$ cat src/rtl/pwm_deadtime_if.sv
// Bundles the duty handshake, triangle/deadtime inputs and the complementary
// PWM outputs for pwm_deadtime.
interface pwm_deadtime_if #(
  parameter int N    = 8,
  parameter int DT_W = 4
);
  logic [N-1:0]    triangle;
  logic [N-1:0]    duty;
  logic            duty_valid;
  logic            duty_ready;
  logic [DT_W-1:0] deadtime;
  logic            out_hi;
  logic            out_lo;
  logic            duty_applied;

  modport master (
    output triangle, duty, duty_valid, deadtime,
    input  duty_ready, out_hi, out_lo, duty_applied
  );

  modport slave (
    input  triangle, duty, duty_valid, deadtime,
    output duty_ready, out_hi, out_lo, duty_applied
  );
endinterface

$ cat src/rtl/pwm_deadtime.sv
// Center-aligned PWM from a triangle count, with a shadowed duty register
// and a complementary output pair separated by programmable dead time.
module pwm_deadtime #(
  parameter int N    = 8,
  parameter int DT_W = 4
) (
  input logic           clk,
  input logic           rst,
  pwm_deadtime_if.slave bus
);

  typedef enum logic [1:0] {
    HI_ON,
    DEAD_TO_LO,
    LO_ON,
    DEAD_TO_HI
  } state_t;

  localparam logic [DT_W-1:0] DT_ONE = {{(DT_W-1){1'b0}}, 1'b1};

  state_t          state;
  logic [DT_W-1:0] dcnt;
  logic [N-1:0]    active_duty;
  logic [N-1:0]    pending_duty;
  logic            pending;
  logic            raw_q;
  logic            out_hi_q;
  logic            out_lo_q;
  logic            duty_applied_q;

  assign bus.duty_ready   = ~pending;
  assign bus.out_hi       = out_hi_q;
  assign bus.out_lo       = out_lo_q;
  assign bus.duty_applied = duty_applied_q;

  // Shadow duty only swaps in at the triangle bottom so a period is never cut short.
  always_ff @(posedge clk) begin
    if (rst) begin
      active_duty    <= '0;
      pending_duty   <= '0;
      pending        <= 1'b0;
      raw_q          <= 1'b0;
      duty_applied_q <= 1'b0;
    end else begin
      duty_applied_q <= 1'b0;
      if (pending && (bus.triangle == '0)) begin
        active_duty    <= pending_duty;
        pending        <= 1'b0;
        duty_applied_q <= 1'b1;
      end else if (bus.duty_valid && !pending) begin
        pending_duty <= bus.duty;
        pending      <= 1'b1;
      end
      raw_q <= (bus.triangle < active_duty);
    end
  end

  // Outputs are decoded from the state being entered, so they stay registered.
  // A dead state that sees raw revert returns to its origin: the far side was never driven.
  always_ff @(posedge clk) begin
    if (rst) begin
      state    <= DEAD_TO_LO;
      dcnt     <= bus.deadtime;
      out_hi_q <= 1'b0;
      out_lo_q <= 1'b0;
    end else begin
      out_hi_q <= 1'b0;
      out_lo_q <= 1'b0;
      case (state)
        HI_ON: begin
          if (!raw_q) begin
            state <= DEAD_TO_LO;
            dcnt  <= bus.deadtime;
          end else begin
            out_hi_q <= 1'b1;
          end
        end
        DEAD_TO_LO: begin
          if (raw_q) begin
            state    <= HI_ON;
            out_hi_q <= 1'b1;
          end else if (dcnt == '0) begin
            state    <= LO_ON;
            out_lo_q <= 1'b1;
          end else begin
            dcnt <= dcnt - DT_ONE;
          end
        end
        LO_ON: begin
          if (raw_q) begin
            state <= DEAD_TO_HI;
            dcnt  <= bus.deadtime;
          end else begin
            out_lo_q <= 1'b1;
          end
        end
        DEAD_TO_HI: begin
          if (!raw_q) begin
            state    <= LO_ON;
            out_lo_q <= 1'b1;
          end else if (dcnt == '0) begin
            state    <= HI_ON;
            out_hi_q <= 1'b1;
          end else begin
            dcnt <= dcnt - DT_ONE;
          end
        end
        default: begin
          state <= DEAD_TO_LO;
          dcnt  <= bus.deadtime;
        end
      endcase
    end
  end

endmodule

$ cat src/flat_wrapper.sv
// flat-port wrapper written by rule: the top's interface ports become plain ports
module pwm_deadtime_flat 
#(
  parameter int N    = 8,
  parameter int DT_W = 4
)
  (clk, rst, bus_triangle, bus_duty, bus_duty_valid, bus_deadtime, bus_duty_ready, bus_out_hi, bus_out_lo, bus_duty_applied);
  pwm_deadtime_if #(.N(N), .DT_W(DT_W)) bus_i ();
  input logic clk;
  input logic rst;
  input wire logic [$bits(bus_i.triangle)-1:0] bus_triangle;
  input wire logic [$bits(bus_i.duty)-1:0] bus_duty;
  input wire logic [$bits(bus_i.duty_valid)-1:0] bus_duty_valid;
  input wire logic [$bits(bus_i.deadtime)-1:0] bus_deadtime;
  output wire logic [$bits(bus_i.duty_ready)-1:0] bus_duty_ready;
  output wire logic [$bits(bus_i.out_hi)-1:0] bus_out_hi;
  output wire logic [$bits(bus_i.out_lo)-1:0] bus_out_lo;
  output wire logic [$bits(bus_i.duty_applied)-1:0] bus_duty_applied;
  assign bus_i.triangle = bus_triangle;
  assign bus_i.duty = bus_duty;
  assign bus_i.duty_valid = bus_duty_valid;
  assign bus_i.deadtime = bus_deadtime;
  assign bus_duty_ready = bus_i.duty_ready;
  assign bus_out_hi = bus_i.out_hi;
  assign bus_out_lo = bus_i.out_lo;
  assign bus_duty_applied = bus_i.duty_applied;
  pwm_deadtime #(.N(N), .DT_W(DT_W)) u_core (.clk(clk), .rst(rst), .bus(bus_i));
endmodule
$ cat config.mk
export PLATFORM = sky130hd
export DESIGN_NAME = pwm_deadtime_flat
export DESIGN_NICKNAME = d
export VERILOG_FILES = /design/src/rtl/pwm_deadtime_if.sv /design/src/rtl/pwm_deadtime.sv /design/src/flat_wrapper.sv
export SDC_FILE = /design/constraint.sdc
export NUM_CORES = 1
export LEC_CHECK = 0
export ABC_AREA = 1
export BUFFER_PORTS_ARGS = -buffer_cell sky130_fd_sc_hd__buf_2
export CELL_PAD_IN_SITES_DETAIL_PLACEMENT = 0
export CELL_PAD_IN_SITES_GLOBAL_PLACEMENT = 1
export CORE_MARGIN = 2
export CORE_UTILIZATION = 38
export CTS_BUF_LIST = sky130_fd_sc_hd__clkbuf_8 sky130_fd_sc_hd__clkbuf_16
export CTS_CLUSTER_SIZE = 28
export DETAILED_ROUTE_END_ITERATION = 10
export PLACE_DENSITY_LB_ADDON = 0.1
export REMOVE_ABC_BUFFERS = 1
export SKIP_CTS_REPAIR_TIMING = 1
export SYNTH_ARGS = -nofsm -noshare
export SYNTH_HDL_FRONTEND = slang
export SYNTH_SLANG_ARGS = --single-unit
$ cat constraint.sdc
create_clock -name clk -period 2.1 [get_ports clk]
set_input_delay 0.105 -clock clk [delete_from_list [all_inputs] [get_ports clk]]
set_output_delay 0.105 -clock clk [all_outputs]
set_load 0.005 [all_outputs]
==> flow_summary.yaml <==
detailed_routing:
  post_drt_wl_per_cell_um: 10.0
  vias_per_cell: 4.53
  ant_nets: 0
  dr.pass1.iters: 4
  drtIter0Drc: 29
  wirelength_mm: 2.30
  num_vias: 1041
  remaining_drc_errors: 0
yosys:
  yosysUniqueCellTypes: 19
  synth_edf_count: 4
  syn_avg_cell_area_um2: 7.92
  synth_warnings: 0
  synth_area_mm2: 0.00125
  synth-async-reset-ratio_pct: 0
  synth_cells: 158
  ys_seq_elements: 27
  ys.flop_type: "dfxtp_1"
  synth-seq-area-share_pct: 46.4
global_route:
  grt.met3_usage_pct: 1.89
  grt_pass1_vias: 854
  grt_max_degree: 29
  top_usage_layer: "met1"
  grt_util_met1_pct: 20.9
  grt_pass1_wl_mm: 3.80
  antenna_found_initial: 0
  grt-ovfl-total: 0
  use_met2_pct: 19.0
  grt_usage_pct: 13.7
floorplan:
  dieArea_mm2: 0.00377
  dieWidth_um: 61.4
  pin_count: 27
  fp.coreArea_mm2: 0.00310
  initial_core_util_pct: 40.3
  die_h_um: 61.4
  core.rowCount: 20
power_and_ir_drop:
  power.total_uw: 1090
  clkPwrFrac_pct: 26.4
  combPwrFrac_pct: 17.6
  swShare_pct: 26.9
  leakage_uw: 0.000711
  pwr-share-seq_pct: 55.9
  power_switching_uw: 292
  irDropWorstVdd_v: 0.000292
  p_per_area_mw_per_mm2: 739
  intPower_uw: 794
worst_setup_path:
  reg2reg_to: "u_core.dcnt[3]"
  crit_arrival_ns: 1.66
  max_stage_delay_ns: 0.41
  worstPathRequired_ns: 2.03
  r2r_start: "u_core.dcnt[0]"
  setup.worst_path.start_class: "flop"
  critPathMaxFanout: 4
  setup.worst_path.end: "u_core.dcnt[3]"
  crit_start: "u_core.dcnt[0]"
  critPathCaptureType: "flop"
  cpMostUsedCell: "nand2_1"
  crit_type: "flop to flop"
  crit_chain: "inv_1 > ha_1 > nand2_1 > nor2_1 > nand2_1 > nand2_1 > o211ai_1"
  r2r_slack_ns: 0.37
  cp_slowest_cell: "o211ai_1"
  worstRegToRegCells: 7
timing:
  fin_skew_ns: 0.00425
  drv_slew: 0
  rsz0062_at_grt: "no"
  max_freq_mhz: 578
  hold_viol: 0
  max_slew_margin_pct: 69.6
  finalSetupViolCount: 0
  tightest_slew_ns: 0.454
  fin_crit_ns: 1.73
  fin_crit_sh_pct: 82.4
  final.setup.tns_ns: 0
clock_network:
  cts_root_buf: "clkbuf_8"
  clock_path_buffers: 2
  cts_tree: "built"
  numCtsBuffers: 3
  clkSinkCount: 27
  clk_pin_slew_ns: 0.09
  htreeDepth: 1
  clk_latency_ns: 0.27
finish:
  mostFrequentLayoutCells: "nand2_1, nor2_1, buf_2"
  drive_gt1_share_pct: 18.8
  finalNetCount: 218
  multi_input_area_um2: 579
  register_area_um2: 581
  final_core_util_pct: 47.4
  diodes: 0
  nFillCells: 332
  syn_to_final_growth_pct: 17.5
  final_common_cell: "nand2_1"
run_status:
  outcome: "finished, final reports clean"
flow_run:
  cap_violations: 0
place:
  place_congestion: 0.726
  dp_hpwl_mm: 1.80
  port_buffers: 26
worst_hold_path:
  hp-class: "input port to flop"
  min_path_cells: 3
[metrics by stage]
stage	hold slack (ns)	setup WS (ns)	cells	instance area, um^2
floorplan	0.177	0.586	156	1240
global placement	0.339	0.488	226	1420
detailed placement	0.350	0.369	226	1420
CTS	0.0676	0.350	230	1470
global route	0.0802	0.200	230	1470
finish	0.0668	0.370	230	1470
[cells by family after synthesis]
| kind of cell | count (synthesis) | synth area share, % |
|---|---|---|
| adders and majority gates | 8 | 8.00 |
| xor gates and xnor gates | 1 | 0.700 |
| buffers and inverters | 23 | 7.30 |
| and+or+nand+nor | 79 | 28.9 |
| AOI/OAI and AO/OA | 20 | 8.70 |
| DFF | 27 | 46.4 |
[cell usage after synthesis (2+ instances only)]
cell type  number  area [um^2]
ha_1            8          100
inv_2           2         7.51
o21ai_0        12         60.1
edfxtp_1        4          120
nand3_1        10         50.1
inv_1          19         71.3
nand2_1        30          113
a21oi_1         4         20.0
nor2_1         28          105
nand4_1         8         50.1
dfxtp_1        23          460
nor3_4          2         32.5
o211ai_1        2         15.0
[how the worst min path moves through the flow]
stage	slack, ns	start	end
2_1_floorplan	0.18	rst	u_core.raw_q
3_3_place_gp	0.34	bus_duty_valid	u_core.pending
3_5_place_dp	0.35	bus_duty_valid	u_core.pending
4_1_cts	0.07	bus_duty_valid	u_core.pending
5_1_grt	0.08	bus_duty_valid	u_core.pending
6_report	0.07	bus_duty_valid	u_core.pending
[final cells by class]
cell class                 instances  area share [%]
tap                               44            3.74
inverter                          21            5.36
timing repair buffer              26            8.85
sequential                        27            39.5
clock buffer                       3            2.81
multi-input combinational        108            39.4
clock inverter                     1           0.340
[power groups by stage]
stage	clock (uW)	combinational, uW	sequential (uW)
2_1_floorplan	0	131	616
3_3_place_gp	0	186	618
3_5_place_dp	0	192	620
4_1_cts	297	195	608
5_1_grt	322	225	614
6_report	287	191	608
[critical path: cells and delay by family (launching register included)]
kind            cells  cell delay (ns)
simple gates        4             0.37
buf+inv             1             0.06
compound gates      1             0.41
flops               1             0.35
fa+ha+maj           1             0.21
[state kept, by name, summed over array words and instances (netlist names), named ones only]
name	cells
u_core.raw_q	1
u_core.dcnt	4
u_core.state	1
u_core.bus.out_hi	1
u_core.pending	1
u_core.bus.duty_applied	1
u_core.pending_duty	8
u_core.bus.out_lo	1
u_core.active_duty	8
[per-layer routing]
layer / up-vias / wire length (um)
met5: - / 0
met4: 0 / 38
met3: 5 / 80
met2: 20 / 940
met1: 443 / 1240
li1: 573 / -
Note: power is estimated with default switching activity, not from simulation.
